**config.mk**
```make
export PLATFORM = sky130hd
export DESIGN_NAME = alu_arbiter
export DESIGN_NICKNAME = d
export VERILOG_FILES = /design/src/rtl/alu_arbiter.sv
export SDC_FILE = /design/constraint.sdc
export NUM_CORES = 1
export LEC_CHECK = 0
export ABC_AREA = 1
export CAP_MARGIN = 20
export CORE_MARGIN = 4
export CORE_UTILIZATION = 60
export DETAILED_ROUTE_END_ITERATION = 6
export DONT_BUFFER_PORTS = 1
export PLACE_DENSITY = 0.76
export SKIP_CTS_REPAIR_TIMING = 1
export SLEW_MARGIN = 20
export SYNTH_ARGS = -nofsm -noshare
export SYNTH_HDL_FRONTEND = slang
export SYNTH_SLANG_ARGS = --single-unit
```
**constraint.sdc**
```tcl
create_clock -name clk -period 3.4 [get_ports clk]
set_input_delay 0.85 -clock clk [delete_from_list [all_inputs] [get_ports clk]]
set_output_delay 0.85 -clock clk [all_outputs]
set_load 0.005 [all_outputs]
```
**src/rtl/alu_arbiter.sv**
```systemverilog
// Two-port round-robin front-end for a shared 4-bit ALU: accepts one request at a time,
// holds operands for ALU_LAT cycles, traps divide-by-zero and returns the result to its owner.
module alu_arbiter #(
  parameter int unsigned ALU_LAT     = 1,
  parameter logic [7:0]  DIV0_RESULT = 8'hFF
) (
  input  logic       clk,
  input  logic       rst_n,
  input  logic       req0_valid,
  output logic       req0_ready,
  input  logic [3:0] req0_a,
  input  logic [3:0] req0_b,
  input  logic [3:0] req0_op,
  input  logic       req1_valid,
  output logic       req1_ready,
  input  logic [3:0] req1_a,
  input  logic [3:0] req1_b,
  input  logic [3:0] req1_op,
  output logic       rsp0_valid,
  input  logic       rsp0_ready,
  output logic [7:0] rsp0_data,
  output logic       rsp0_err,
  output logic       rsp1_valid,
  input  logic       rsp1_ready,
  output logic [7:0] rsp1_data,
  output logic       rsp1_err,
  output logic [3:0] alu_a,
  output logic [3:0] alu_b,
  output logic [3:0] alu_op,
  input  logic [7:0] alu_out,
  output logic       busy
);

  localparam logic [3:0] LAT_LOAD = ALU_LAT[3:0];
  localparam logic [3:0] OP_DIV   = 4'b0011;

  typedef enum logic [1:0] {IDLE, EXEC, RESP} state_t;

  state_t     r_state;
  state_t     w_state_next;
  logic       r_last;
  logic       r_id;
  logic [3:0] r_a;
  logic [3:0] r_b;
  logic [3:0] r_op;
  logic [3:0] r_cnt;
  logic [7:0] r_data;
  logic       r_err;

  logic       w_idle_ok;
  logic       w_gnt_any;
  logic       w_gnt_id;
  logic       w_accept;
  logic       w_last_cycle;
  logic       w_rsp_take;
  logic       w_div0;

  // Ready is gated by rst_n so nothing is accepted while reset is asserted.
  assign w_idle_ok    = (r_state == IDLE) && rst_n;
  assign w_gnt_any    = req0_valid || req1_valid;
  assign w_gnt_id     = (req0_valid && req1_valid) ? ~r_last : req1_valid;
  assign req0_ready   = w_idle_ok && w_gnt_any && !w_gnt_id;
  assign req1_ready   = w_idle_ok && w_gnt_any && w_gnt_id;
  assign w_accept     = w_idle_ok && w_gnt_any;
  assign w_last_cycle = (r_state == EXEC) && (r_cnt == 4'd1);
  assign w_rsp_take   = (r_state == RESP) && (r_id ? rsp1_ready : rsp0_ready);
  assign w_div0       = (r_op == OP_DIV) && (r_b == 4'd0);

  always_comb begin
    w_state_next = r_state;
    case (r_state)
      IDLE:    if (w_accept) w_state_next = EXEC;
      EXEC:    if (w_last_cycle) w_state_next = RESP;
      RESP:    if (w_rsp_take) w_state_next = IDLE;
      default: w_state_next = IDLE;
    endcase
  end

  always_ff @(posedge clk) begin
    if (!rst_n) begin
      r_state <= IDLE;
      r_last  <= 1'b1;
      r_id    <= 1'b0;
      r_a     <= 4'd0;
      r_b     <= 4'd0;
      r_op    <= 4'd0;
      r_cnt   <= 4'd0;
      r_data  <= 8'd0;
      r_err   <= 1'b0;
    end else begin
      r_state <= w_state_next;
      if (w_accept) begin
        r_id  <= w_gnt_id;
        r_a   <= w_gnt_id ? req1_a  : req0_a;
        r_b   <= w_gnt_id ? req1_b  : req0_b;
        r_op  <= w_gnt_id ? req1_op : req0_op;
        r_cnt <= LAT_LOAD;
      end else if ((r_state == EXEC) && !w_last_cycle) begin
        r_cnt <= r_cnt - 4'd1;
      end
      // The ALU result is never used for a zero divisor.
      if (w_last_cycle) begin
        r_data <= w_div0 ? DIV0_RESULT : alu_out;
        r_err  <= w_div0;
      end
      if (w_rsp_take) r_last <= r_id;
    end
  end

  assign alu_a      = r_a;
  assign alu_b      = r_b;
  assign alu_op     = r_op;
  assign rsp0_valid = (r_state == RESP) && !r_id;
  assign rsp1_valid = (r_state == RESP) && r_id;
  assign rsp0_data  = r_data;
  assign rsp1_data  = r_data;
  assign rsp0_err   = r_err;
  assign rsp1_err   = r_err;
  assign busy       = (r_state != IDLE);

endmodule
```
Word-level counts from Yosys, hierarchy flattened
Index checks and enable logic that the tools add are counted.
{"block": "word_totals", "reg_bits": 29, "latchBits": 0, "ramBits": 0, "mem_bits_ro": 0, "in_bits": 38, "out_inout_bits": 35, "n_memories": 0}
{"block": "op_classes", "addsub": 1, "multipliers": 0, "n_div": 0, "n_lt_le_gt_ge": 0, "n_eq_ne": 7, "shift": 0, "mux": 12, "bitwise_logic": 2, "reduce_logical": 21}
{"operator": "two-way mux 4 bit", "count": 3}
{"operator": "logical AND 1 bit", "count": 11}
{"operator": "two-way mux 8 bit", "count": 1}
{"operator": "two-way mux 2 bit", "count": 3}
{"operator": "!= test 2 bit (second input constant)", "count": 3}
{"operator": "one-hot mux 2 bit (3 select lines)", "count": 1}
{"operator": "== test 4 x 1 -> 1 bit (second input constant)", "count": 1}
{"operator": "== test 4 x 2 -> 1 bit (second input constant)", "count": 1}
{"operator": "logical NOT 4 bit", "count": 1}
{"operator": "two-way mux 1 bit", "count": 4}
{"operator": "nonzero test 2 bit", "count": 2}
{"operator": "subtractor 4 x 1 -> 4 bit (second input constant)", "count": 1}
{"operator": "logical NOT 1 bit", "count": 3}
{"operator": "AND reduction 3 bit", "count": 1}
{"operator": "== test 2 x 1 -> 1 bit (second input constant)", "count": 1}
{"operator": "== test 2 bit (second input constant)", "count": 1}
{"operator": "logical NOT 2 bit", "count": 1}
{"operator": "inverter 1 bit", "count": 2}
{"operator": "OR reduction 2 bit", "count": 1}
{"operator": "logical OR 1 bit", "count": 1}

Logic depth before layout (Yosys ltp)
{"block": "depth", "depth_word": 6, "depth_mapped": 7}

Worst setup path before layout
OpenSTA, ideal clock, no wires.
{"block": "synth_timing", "path_type": "in2out", "start": "input port req0_valid", "end": "output port req0_ready", "t_arrival_ns": 1.387, "required_time_ns": 2.550, "setup_slack_ns": 1.163, "cell_stages": 5, "n_path_buf": 1, "path_cell_list": "nand2_1 > nand2_1 > buf_4 > inv_1 > nor2_1"}
{"block": "synth_between", "elab_chain_len": 4, "word_cells_on_any_way": 6, "classes_between": "1 x mux; 5 x reduce/logical"}
{"item": "start: declaration", "line_no": "9", "text": "input logic req0_valid,"}
{"item": "logical AND 1 bit", "line_no": "61", "text": "assign w_gnt_id = (req0_valid && req1_valid) ? ~r_last : req1_valid;"}
{"item": "two-way mux 1 bit", "line_no": "61"}
{"item": "logical NOT 1 bit", "line_no": "62", "text": "assign req0_ready = w_idle_ok && w_gnt_any && !w_gnt_id;"}
{"item": "logical AND 1 bit *", "line_no": "62"}
{"item": "end: declaration", "line_no": "10", "text": "output logic req0_ready,"}
Every way passes the cells marked *; elsewhere a longest branch is shown, timed or not.

Final worst setup path
Ends and elaborated chain as after synthesis.

==> impl_metrics.csv <==
group,metric,value,unit
outcome,status,"completed",
detailed_routing,wl_met1,1300,um
floorplanning,ios,73,
sta,setup_violations,0,
power_and_ir_drop,swShare,0.346,
clock_tree,insertion_delay,0.33,ns
power_and_ir_drop,finalPower,1.03,mW
global_routing,grt_pass1_vias,1324,
clock_tree,cts_sinks,29,
sta,fin_crit,2.62,ns
final_layout,insertedDiodeCount,0,
worst_setup_path,reg2reg_to,"rsp0_err$_SDFFE_PN0P_",
detailed_routing,drtAntennaViolNets,0,
detailed_routing,vias,1327,
floorplanning,start_util,0.636,
sta,tns,0,ns
floorplanning,core-area,2500,um2
sta,finalMaxSlewViolations,0,
power_and_ir_drop,p_leak,0.736,nW
final_layout,syn2layout_area_growth,0.000314,%
final_layout,multi_input_area,751,um2
synth,synth_warnings,0,
synth,ys_seq_area_frac,0.365,
sta,worstMarginPinSlew,0.845,ns
floorplanning,fp.dieH,59.5,um
worst_setup_path,worstPathMaxFanout,14,
worst_setup_path,required,2.55,ns
synth,syn_avg_cell_area,6.77,um2
clock_tree,clockBufferDepth,2,
clock_tree,clock-root-buffer,"clkbuf_4",
worst_setup_path,crit_arrival,1.77,ns
worst_setup_path,start_kind,"primary input",
sta,skew,0.00257,ns
detailed_routing,routedWlPerCell,12.4,um
final_layout,nets,265,
clock_tree,cts_buffers,5,
detailed_routing,first_iter_violations,53,
synth,synth_fp_nets,275,
sta,rsz0062_at_grt,"false",
sta,worst_slack,0.780,ns
synth,ys_ff_latch,29,
clock_tree,cts_tree,"yes",
final_layout,n_fill_cell,244,
place,dp_hpwl,2390,um
power_and_ir_drop,power_density,651,nW/um2
min_path,hold_path_class,"reg2reg",
synth,synthCells,235,
synth,yosys.area.top_type,"dfxtp_1",
synth,synth_top_area_frac,0.365,
synth,synth.most_common_cell,"nand2_1",
flow_run,max_cap_violations,0,
global_routing,gr-total-overflow,0,
sta,max_freq,0.382,GHz
detailed_routing,wl_met2,1530,um
worst_setup_path,endpoint_kind,"output pin",
place,portBuffers,0,
worst_setup_path,startpoint,"req0_valid",
global_routing,grt_pass1_wl,5490,um
detailed_routing,drtPass1Iterations,4,
sta,hold_viol,0,
floorplanning,die_area,3540,um2
synth,synth_area,1590,um2
power_and_ir_drop,comb_power_share,0.274,
worst_setup_path,crit_path_end,"req0_ready",
detailed_routing,drc,0,
detailed_routing,wl_met3,294,um
final_layout,drive_above_1_share,0.102,
final_layout,regArea,581,um2
synth,yosys-top-cells-area,"dfxtp_1 (37%), nand2_1 (19%), inv_1 (7.8%), a21oi_2 (5.5%), a21oi_1 (5.0%)",
worst_setup_path,rr_worst_depth,6,
global_routing,grt_max_degree,24,
synth,synth_cell_type_count,21,
detailed_routing,top_layer_used,"met4",
synth,dominantRegCellSynth,"dfxtp_1",
power_and_ir_drop,p_clk_frac,0.282,
worst_setup_path,r2r-start,"r_cnt[1]$_SDFFE_PP0P_",
power_and_ir_drop,power_frac_seq,0.444,
power_and_ir_drop,p_int,0.677,mW
sta,final.period_utilization,0.771,
synth,async_reset_ff_frac,0,
power_and_ir_drop,netSwitchingPower,0.358,mW
clock_tree,clkTransAtPathRegs,0.09,ns
power_and_ir_drop,irDropWorstVdd,441,uV
synth,synth_edf_count,0,
global_routing,grt_util_all_layers,0.210,
floorplanning,num_rows,18,
floorplanning,dieWidth,59.5,um
clock_tree,htreeDepth,2,
worst_setup_path,crit_type,"in2out",
detailed_routing,vias_per_cell,5.18,
detailed_routing,wl,3170,um
sta,maxSlewHeadroom,0.436,
global_routing,antenna_found_initial,0,
worst_setup_path,r2r_slack,1.84,ns
place,place_congestion,0.724,
place,post-place-ws,0.793,ns
synth,synthTopCellsByCount,"nand2_1 (80), inv_1 (33), dfxtp_1 (29), a21oi_1 (16), nand3_1 (15)",
-- layout by cell type, fill, tap and decap left out, types with 2 or more instances in the layout --
| master | instances |
|---|---|
| nor2_1 | 12 |
| dfxtp_1 | 29 |
| inv_1 | 33 |
| nand3_1 | 15 |
| a21oi_1 | 16 |
| inv_2 | 2 |
| ha_1 | 2 |
| nand3b_1 | 8 |
| clkbuf_4 | 5 |
| nand2_1 | 80 |
| o21ai_0 | 4 |
| a21oi_2 | 10 |
-- state kept, by name, indices dropped and copies added, names as in the netlist --
name       cells
alu_a          4
alu_b          4
alu_op         4
r_cnt          4
r_id           1
r_last         1
r_state        2
rsp0_data      8
rsp0_err       1
-- area by class of cell --
class | count | area share
well taps | 30 | 0.0236
flip-flops and latches | 29 | 0.365
multi-input cells | 153 | 0.472
clock inverters | 1 | 0.0189
clock buffers | 7 | 0.0346
inverters | 36 | 0.0858
-- worst max-delay path, stage by stage --
cell     delay (ns)
nand2_1        0.22
nand2_1        0.41
inv_1          0.09
nor2_1         0.20
-- power by group through the flow --
stage / combinational [mW] / sequential (mW) / clock, mW
after floorplan: 0.288 / 0.451 / 0
after global placement: 0.271 / 0.466 / 0
after detailed placement: 0.282 / 0.469 / 0
after CTS: 0.285 / 0.461 / 0.298
after global routing: 0.334 / 0.472 / 0.315
final: 0.283 / 0.460 / 0.292
-- cell families (layout without fill, tap and decap cells) --
kind of cell	after synthesis	after routing	synth area share
fa+ha+maj	2	2	0.0157
simple gates	119	119	0.328
compound gates	31	31	0.123
buf+inv	53	44	0.163
xor+xnor	1	1	0.00551
flops	29	29	0.365
-- worst min-delay path by stage --
| stage | from | to | slack [ns] | cells after the start |
|---|---|---|---|---|
| final | r_cnt[1]$_SDFFE_PP0P_ | r_cnt[1]$_SDFFE_PP0P_ | 0.50 | 2 |
| after global routing | r_cnt[1]$_SDFFE_PP0P_ | r_cnt[1]$_SDFFE_PP0P_ | 0.52 | 2 |
| after CTS | r_cnt[1]$_SDFFE_PP0P_ | r_cnt[1]$_SDFFE_PP0P_ | 0.50 | 2 |
| after detailed placement | r_cnt[1]$_SDFFE_PP0P_ | r_cnt[1]$_SDFFE_PP0P_ | 0.49 | 2 |
| after global placement | r_cnt[1]$_SDFFE_PP0P_ | r_cnt[1]$_SDFFE_PP0P_ | 0.48 | 2 |
| after floorplan | r_cnt[1]$_SDFFE_PP0P_ | r_cnt[1]$_SDFFE_PP0P_ | 0.46 | 2 |
-- metrics by stage --
step                cells  utilization  cell area [um2]  hold slack (ns)
floorplan             235            -             1590            0.458
global placement      248        0.602             1510            0.480
detailed placement    248        0.602             1510            0.492
CTS                   256        0.636             1590            0.505
global route          256        0.636             1590            0.525
finish                256        0.636             1590            0.499
-- layer usage --
layer	vias to the layer above	track usage
met5	-	0
li1	699	-
met4	0	0.0809
met3	6	0.0915
met2	58	0.359
met1	564	0.226
Note: power is estimated with default switching activity, not from simulation.
